--- config.mk ---
export PLATFORM = sky130hd
export DESIGN_NAME = hdr_frame_writer
export DESIGN_NICKNAME = d
export VERILOG_FILES = /design/src/rtl/hdr_frame_writer.sv
export SDC_FILE = /design/constraint.sdc
export NUM_CORES = 2
export LEC_CHECK = 0
export CAP_MARGIN = 20
export CORE_ASPECT_RATIO = 1.4
export CORE_MARGIN = 2
export CORE_UTILIZATION = 57
export CTS_CLUSTER_SIZE = 30
export DETAILED_ROUTE_END_ITERATION = 6
export DONT_BUFFER_PORTS = 1
export GPL_TIMING_DRIVEN = 0
export PLACE_DENSITY_LB_ADDON = 0.08
export SLEW_MARGIN = 20
export SYNTH_ARGS = -nofsm -noshare
export SYNTH_HDL_FRONTEND = slang
export SYNTH_SLANG_ARGS = --single-unit
--- constraint.sdc ---
create_clock -name clk -period 7.1 [get_ports clk]
set_input_delay 1.065 -clock clk [delete_from_list [all_inputs] [get_ports clk]]
set_output_delay 1.065 -clock clk [all_outputs]
set_load 0.01 [all_outputs]
--- src/rtl/hdr_frame_writer.sv ---
// hdr_frame_writer: packs the RGB565 pixel stream into 256-bit words and writes
// them into a ping-pong pair of HDR frame buffers in DDR.
//   pix_valid/pix_data/pix_last/pix_ready : pixel stream in (16 pixels per word)
//   ram_busy                              : RAM controller stall
//   wr_req/wr_address/wr_data             : one-cycle write request out
//   frame_written                         : pulse with the last word of a frame
//   hdr_last_frame                        : buffer index of last finished frame
//   frame_err                             : sticky frame-length error
module hdr_frame_writer #(
  parameter int          FRAME_WORDS = 19200,
  parameter int          ADDR_STEP   = 8,
  parameter logic [24:0] HDR_BASE    = 25'hE1000,
  parameter logic [24:0] BUF_SPAN    = 25'h25800
) (
  input  logic         clk,
  input  logic         rst,
  input  logic         pix_valid,
  input  logic [15:0]  pix_data,
  input  logic         pix_last,
  output logic         pix_ready,
  input  logic         ram_busy,
  output logic         wr_req,
  output logic [24:0]  wr_address,
  output logic [255:0] wr_data,
  output logic         frame_written,
  output logic         hdr_last_frame,
  output logic         frame_err
);
  localparam int IW = $clog2(FRAME_WORDS + 1);
  typedef enum logic {IDLE, ISSUE} state_t;
  state_t              state_q, state_d;
  logic [3:0]          cnt_q, cnt_d;
  logic [255:0]        pack_q, pack_d;
  logic [1:0][255:0]   fdat_q, fdat_d;
  logic [1:0]          flast_q, flast_d;
  logic                wp_q, wp_d, rp_q, rp_d;
  logic [1:0]          occ_q, occ_d;
  logic [IW-1:0]       idx_q, idx_d;
  logic                buf_q, buf_d;
  logic                hlf_q, hlf_d;
  logic                ferr_q, ferr_d;
  logic [24:0]         alast_q, alast_d;
  logic [255:0]        dlast_q, dlast_d;
  logic                ends, acc, push, pop, head_last, idx_end;
  logic [255:0]        word, head;
  logic [24:0]         addr;
  always_comb begin
    // a pixel that closes a word needs a free FIFO slot to land in
    ends = cnt_q == 4'd15 || pix_last;
    pix_ready = !rst && !(occ_q == 2'd2 && ends);
    acc = pix_valid && pix_ready;
    push = acc && ends;
    word = pack_q | (256'(pix_data) << {cnt_q, 4'b0000});
    pack_d = acc ? (ends ? '0 : word) : pack_q;
    cnt_d = acc ? (ends ? 4'd0 : cnt_q + 4'd1) : cnt_q;
    head = fdat_q[rp_q];
    head_last = flast_q[rp_q];
    addr = (buf_q ? HDR_BASE + BUF_SPAN : HDR_BASE) + 25'(idx_q) * 25'(ADDR_STEP);
    wr_req = !rst && state_q == ISSUE && !ram_busy;
    pop = wr_req;
    frame_written = wr_req && head_last;
    wr_address = wr_req ? addr : alast_q;
    wr_data = wr_req ? head : dlast_q;
    alast_d = wr_address;
    dlast_d = wr_data;
    idx_end = idx_q == IW'(FRAME_WORDS - 1);
    // an untagged word filling the last slot wraps inside the same buffer
    idx_d = pop ? ((head_last || idx_end) ? '0 : idx_q + 1'b1) : idx_q;
    buf_d = buf_q ^ frame_written;
    hlf_d = frame_written ? buf_q : hlf_q;
    ferr_d = ferr_q | (pop && (head_last ? !idx_end : idx_end));
    fdat_d = fdat_q;
    flast_d = flast_q;
    fdat_d[wp_q] = push ? word : fdat_q[wp_q];
    flast_d[wp_q] = push ? pix_last : flast_q[wp_q];
    wp_d = wp_q ^ push;
    rp_d = rp_q ^ pop;
    occ_d = occ_q + 2'(push) - 2'(pop);
    // IDLE waits one cycle on a registered non-empty FIFO before issuing
    state_d = (state_q == IDLE ? occ_q != 2'd0 : occ_d != 2'd0) ? ISSUE : IDLE;
  end
  always_ff @(posedge clk) begin
    if (rst) begin
      state_q <= IDLE;
      cnt_q   <= '0;
      pack_q  <= '0;
      fdat_q  <= '0;
      flast_q <= '0;
      wp_q    <= 1'b0;
      rp_q    <= 1'b0;
      occ_q   <= '0;
      idx_q   <= '0;
      buf_q   <= 1'b0;
      hlf_q   <= 1'b0;
      ferr_q  <= 1'b0;
      alast_q <= '0;
      dlast_q <= '0;
    end else begin
      state_q <= state_d;
      cnt_q   <= cnt_d;
      pack_q  <= pack_d;
      fdat_q  <= fdat_d;
      flast_q <= flast_d;
      wp_q    <= wp_d;
      rp_q    <= rp_d;
      occ_q   <= occ_d;
      idx_q   <= idx_d;
      buf_q   <= buf_d;
      hlf_q   <= hlf_d;
      ferr_q  <= ferr_d;
      alast_q <= alast_d;
      dlast_q <= dlast_d;
    end
  end
  assign hdr_last_frame = hlf_q;
  assign frame_err = ferr_q;
endmodule

==> flow_summary.ini <==
[status]
status = complete, no violations

[global_route]
grt_overflow = 0
antenna_found_initial = 0
grt_max_degree = 16
grt_pass1_vias = 31458
grt_usage_pct = 33.7
grt_pass1_wl_um = 192000

[routing]
dr.pass1.iters = 6
routedWlPerCell_um = 23.3
drt-total-wl_um = 128000
drt.antenna.violating_nets = 0
drc = 0
drtIter0Drc = 2706
vias_per_cell = 6.01
vias = 33122

[worst_setup_path]
path_max_fanout = 10
setup.worst_path.start_class = primary input
path_cells = buf_2 > or3b_1 > buf_2 > clkbuf_1 > clkbuf_1 > nor2_1 > a211oi_1 > nand2_1
end_kind = primary output
slowest_stage = clkbuf_1
path_class = in -> out
crit_path_max_incr_delay_ns = 0.83
cp.required_ns = 6.03
crit_arrival_ns = 3.99

[pwr]
combinationalPowerShare_pct = 6.9
p_per_area_nw_per_um2 = 275
p_switching_mw = 3.03
p_int_mw = 9.47
p_seq_share_pct = 49.7
power.leakage_nw = 15.1
vdd_drop_max_mv = 0.207
sw_frac_of_total_pct = 24.2
clkPwrFrac_pct = 43.4

[timing]
rsz0062_at_grt = no
setup_viol = 0
whs_ns = 0.464
hold_viol_final = 0
relSlewSlack_pct = 13.4
min_period_ns = 5.05
slew_violations = 0
finalCritPeriodShare_pct = 71.2
fin_skew_ns = 0.0282
finalSetupTns_ns = 0
worst_pin_slew_ns = 1.30
fmax_mhz = 198

[synth]
synth_area_per_cell_sq_um = 9.36
synthesis.nets = 4415
ys_seq_area_share_pct = 52.6
synthTopCellsByArea = dfxtp_1 53%, a211oi_1 9.4%, mux2i_1 6.4%, a22o_1 5.5%, nor2_1 5.0%
ys_seq_elements = 1078
synth_cell_types = 61
syn_area_sq_um = 41000
synth_warnings = 0
ys.flop_type = dfxtp_1
synth_edf_count = 0
synth_top_area_cell = dfxtp_1
syn_inst = 4382
synth_top_area_share_pct = 52.6
async_flop_share_pct = 0

[cells_and_area]
layout.nets = 4516
diodes = 0
final_util_pct = 63.7
layout_commonest_cell = dfxtp_1
fillCellCount = 6208
area_growth_pct = 10.9
drive_gt1_share_pct = 7.10
layout_common_cells = 1078 x dfxtp_1, 543 x nor2_1, 516 x a211oi_1, 308 x clkbuf_1, 305 x nand2_1

[floorplanning]
core-area_sq_um = 71400
die_height_um = 321
die-area_sq_um = 74200
initial_core_util_pct = 57.5
fp.dieW_um = 231
rows = 116
pin_count = 307

[clock_tree]
cts_hold_buf = 0
clkTransAtPathRegs_ns = 0.06
clk_latency_ns = 0.69
cts.root.buffer_cell = clkbuf_16
cts_resized = 0
cts_setup_buffers = 0
cts_buffers = 99
clockBufferDepth = 3
cts_tree = yes
cts_htree_levels = 3
clock-sinks = 1078

[placed_design]
io_buffers = 0
gp_congestion = 0.899
place_hpwl_um = 88800

[min_path]
min_path_type = reg -> reg

[flow_run]
max_cap_violations = 0
[final cells by class]
cell class | instances | area, sq um | share of cell area, %
buffer | 438 | 1830 | 4.01
clock buffer | 147 | 2960 | 6.50
clock inverter | 34 | 340 | 0.748
inverter | 9 | 33.8 | 0.0742
multi-input combinational | 2857 | 17600 | 38.7
sequential | 1078 | 21600 | 47.4
tap | 944 | 1180 | 2.59
[cells by family after synthesis]
logic type	count (synthesis)	synth area share (%)
AO/OA/AOI/OAI	1345	22.1
AND/OR/NAND/NOR	1225	13.7
flip-flops	1078	52.6
buffers and inverters	447	4.52
multiplexers	261	6.37
XOR/XNOR	14	0.299
adder cells (fa/ha/maj)	12	0.384
[power by group through the flow]
| stage | Clock (mW) | Combinational (mW) | Sequential (mW) |
|---|---|---|---|
| after floorplan | 0 | 0.556 | 6.34 |
| after global placement | 0 | 0.833 | 6.35 |
| after detailed placement | 0 | 0.840 | 6.35 |
| after CTS | 5.46 | 0.843 | 6.22 |
| after global routing | 5.71 | 0.911 | 6.23 |
| final | 5.43 | 0.856 | 6.22 |
[flip-flops by register name, summed over array words and instances, names as in the netlist]
register / flops
alast_q: 25
buf_q: 1
cnt_q: 4
dlast_q: 256
fdat_q: 512
flast_q: 2
frame_err: 1
hdr_last_frame: 1
idx_q: 15
occ_q: 2
pack_q: 256
rp_q: 1
state_q: 1
wp_q: 1
[through the flow]
step | setup slack, ns | power [mW] | area [sq um] | instances
2_1_floorplan | 3.44 | 6.90 | 41000 | 4382
3_3_place_gp | 2.12 | 7.18 | 42200 | 5326
3_5_place_dp | 2.09 | 7.19 | 42200 | 5326
4_1_cts | 2.09 | 12.5 | 45500 | 5507
5_1_grt | 2.02 | 12.9 | 45500 | 5507
6_report | 2.05 | 12.5 | 45500 | 5507
[metal layers]
layer,global-route usage (%),up-vias,routed length (um),part of all wire (%)
li1,-,15612,-,-
met1,41.8,15983,50700,39
met2,56.4,1247,61600,48
met3,6.26,280,9750,7.6
met4,16.5,0,6330,4.9
met5,0.199,-,0,0
[worst max-delay path: cells and delay by family]
family	cells	cell delay, ns
AOI/OAI and AO/OA	1	0.27
buffers and inverters	4	1.98
and+or+nand+nor	3	0.65
[final timing paths]
kind / depth (start not counted) / to / start / slack [ns]
hold reg to reg: 2 / alast_q[5]$_SDFF_PP0_ / alast_q[5]$_SDFF_PP0_ / 0.46
hold / removal: 2 / alast_q[5]$_SDFF_PP0_ / alast_q[5]$_SDFF_PP0_ / 0.46
setup reg to reg: 11 / state_q$_SDFF_PP0_ / state_q$_SDFF_PP0_ / 3.75
setup / recovery: 8 / wr_address[18] / rst / 2.05
[cell usage after synthesis, drive strengths merged, types with 4 or more instances]
library cell,number
mux2i,261
inv,9
xor2,8
nand3,8
nor3,21
ha,11
a21oi,281
and2,33
a22o,256
xnor2,6
buf,139
dfxtp,1078
a211oi,516
and4,4
nor2b,272
nand2,305
o21ai,266
nand4,6
and3,6
a31oi,4
clkbuf,299
nand2b,8
nor2,543
Power figures use the tool's default switching activity.
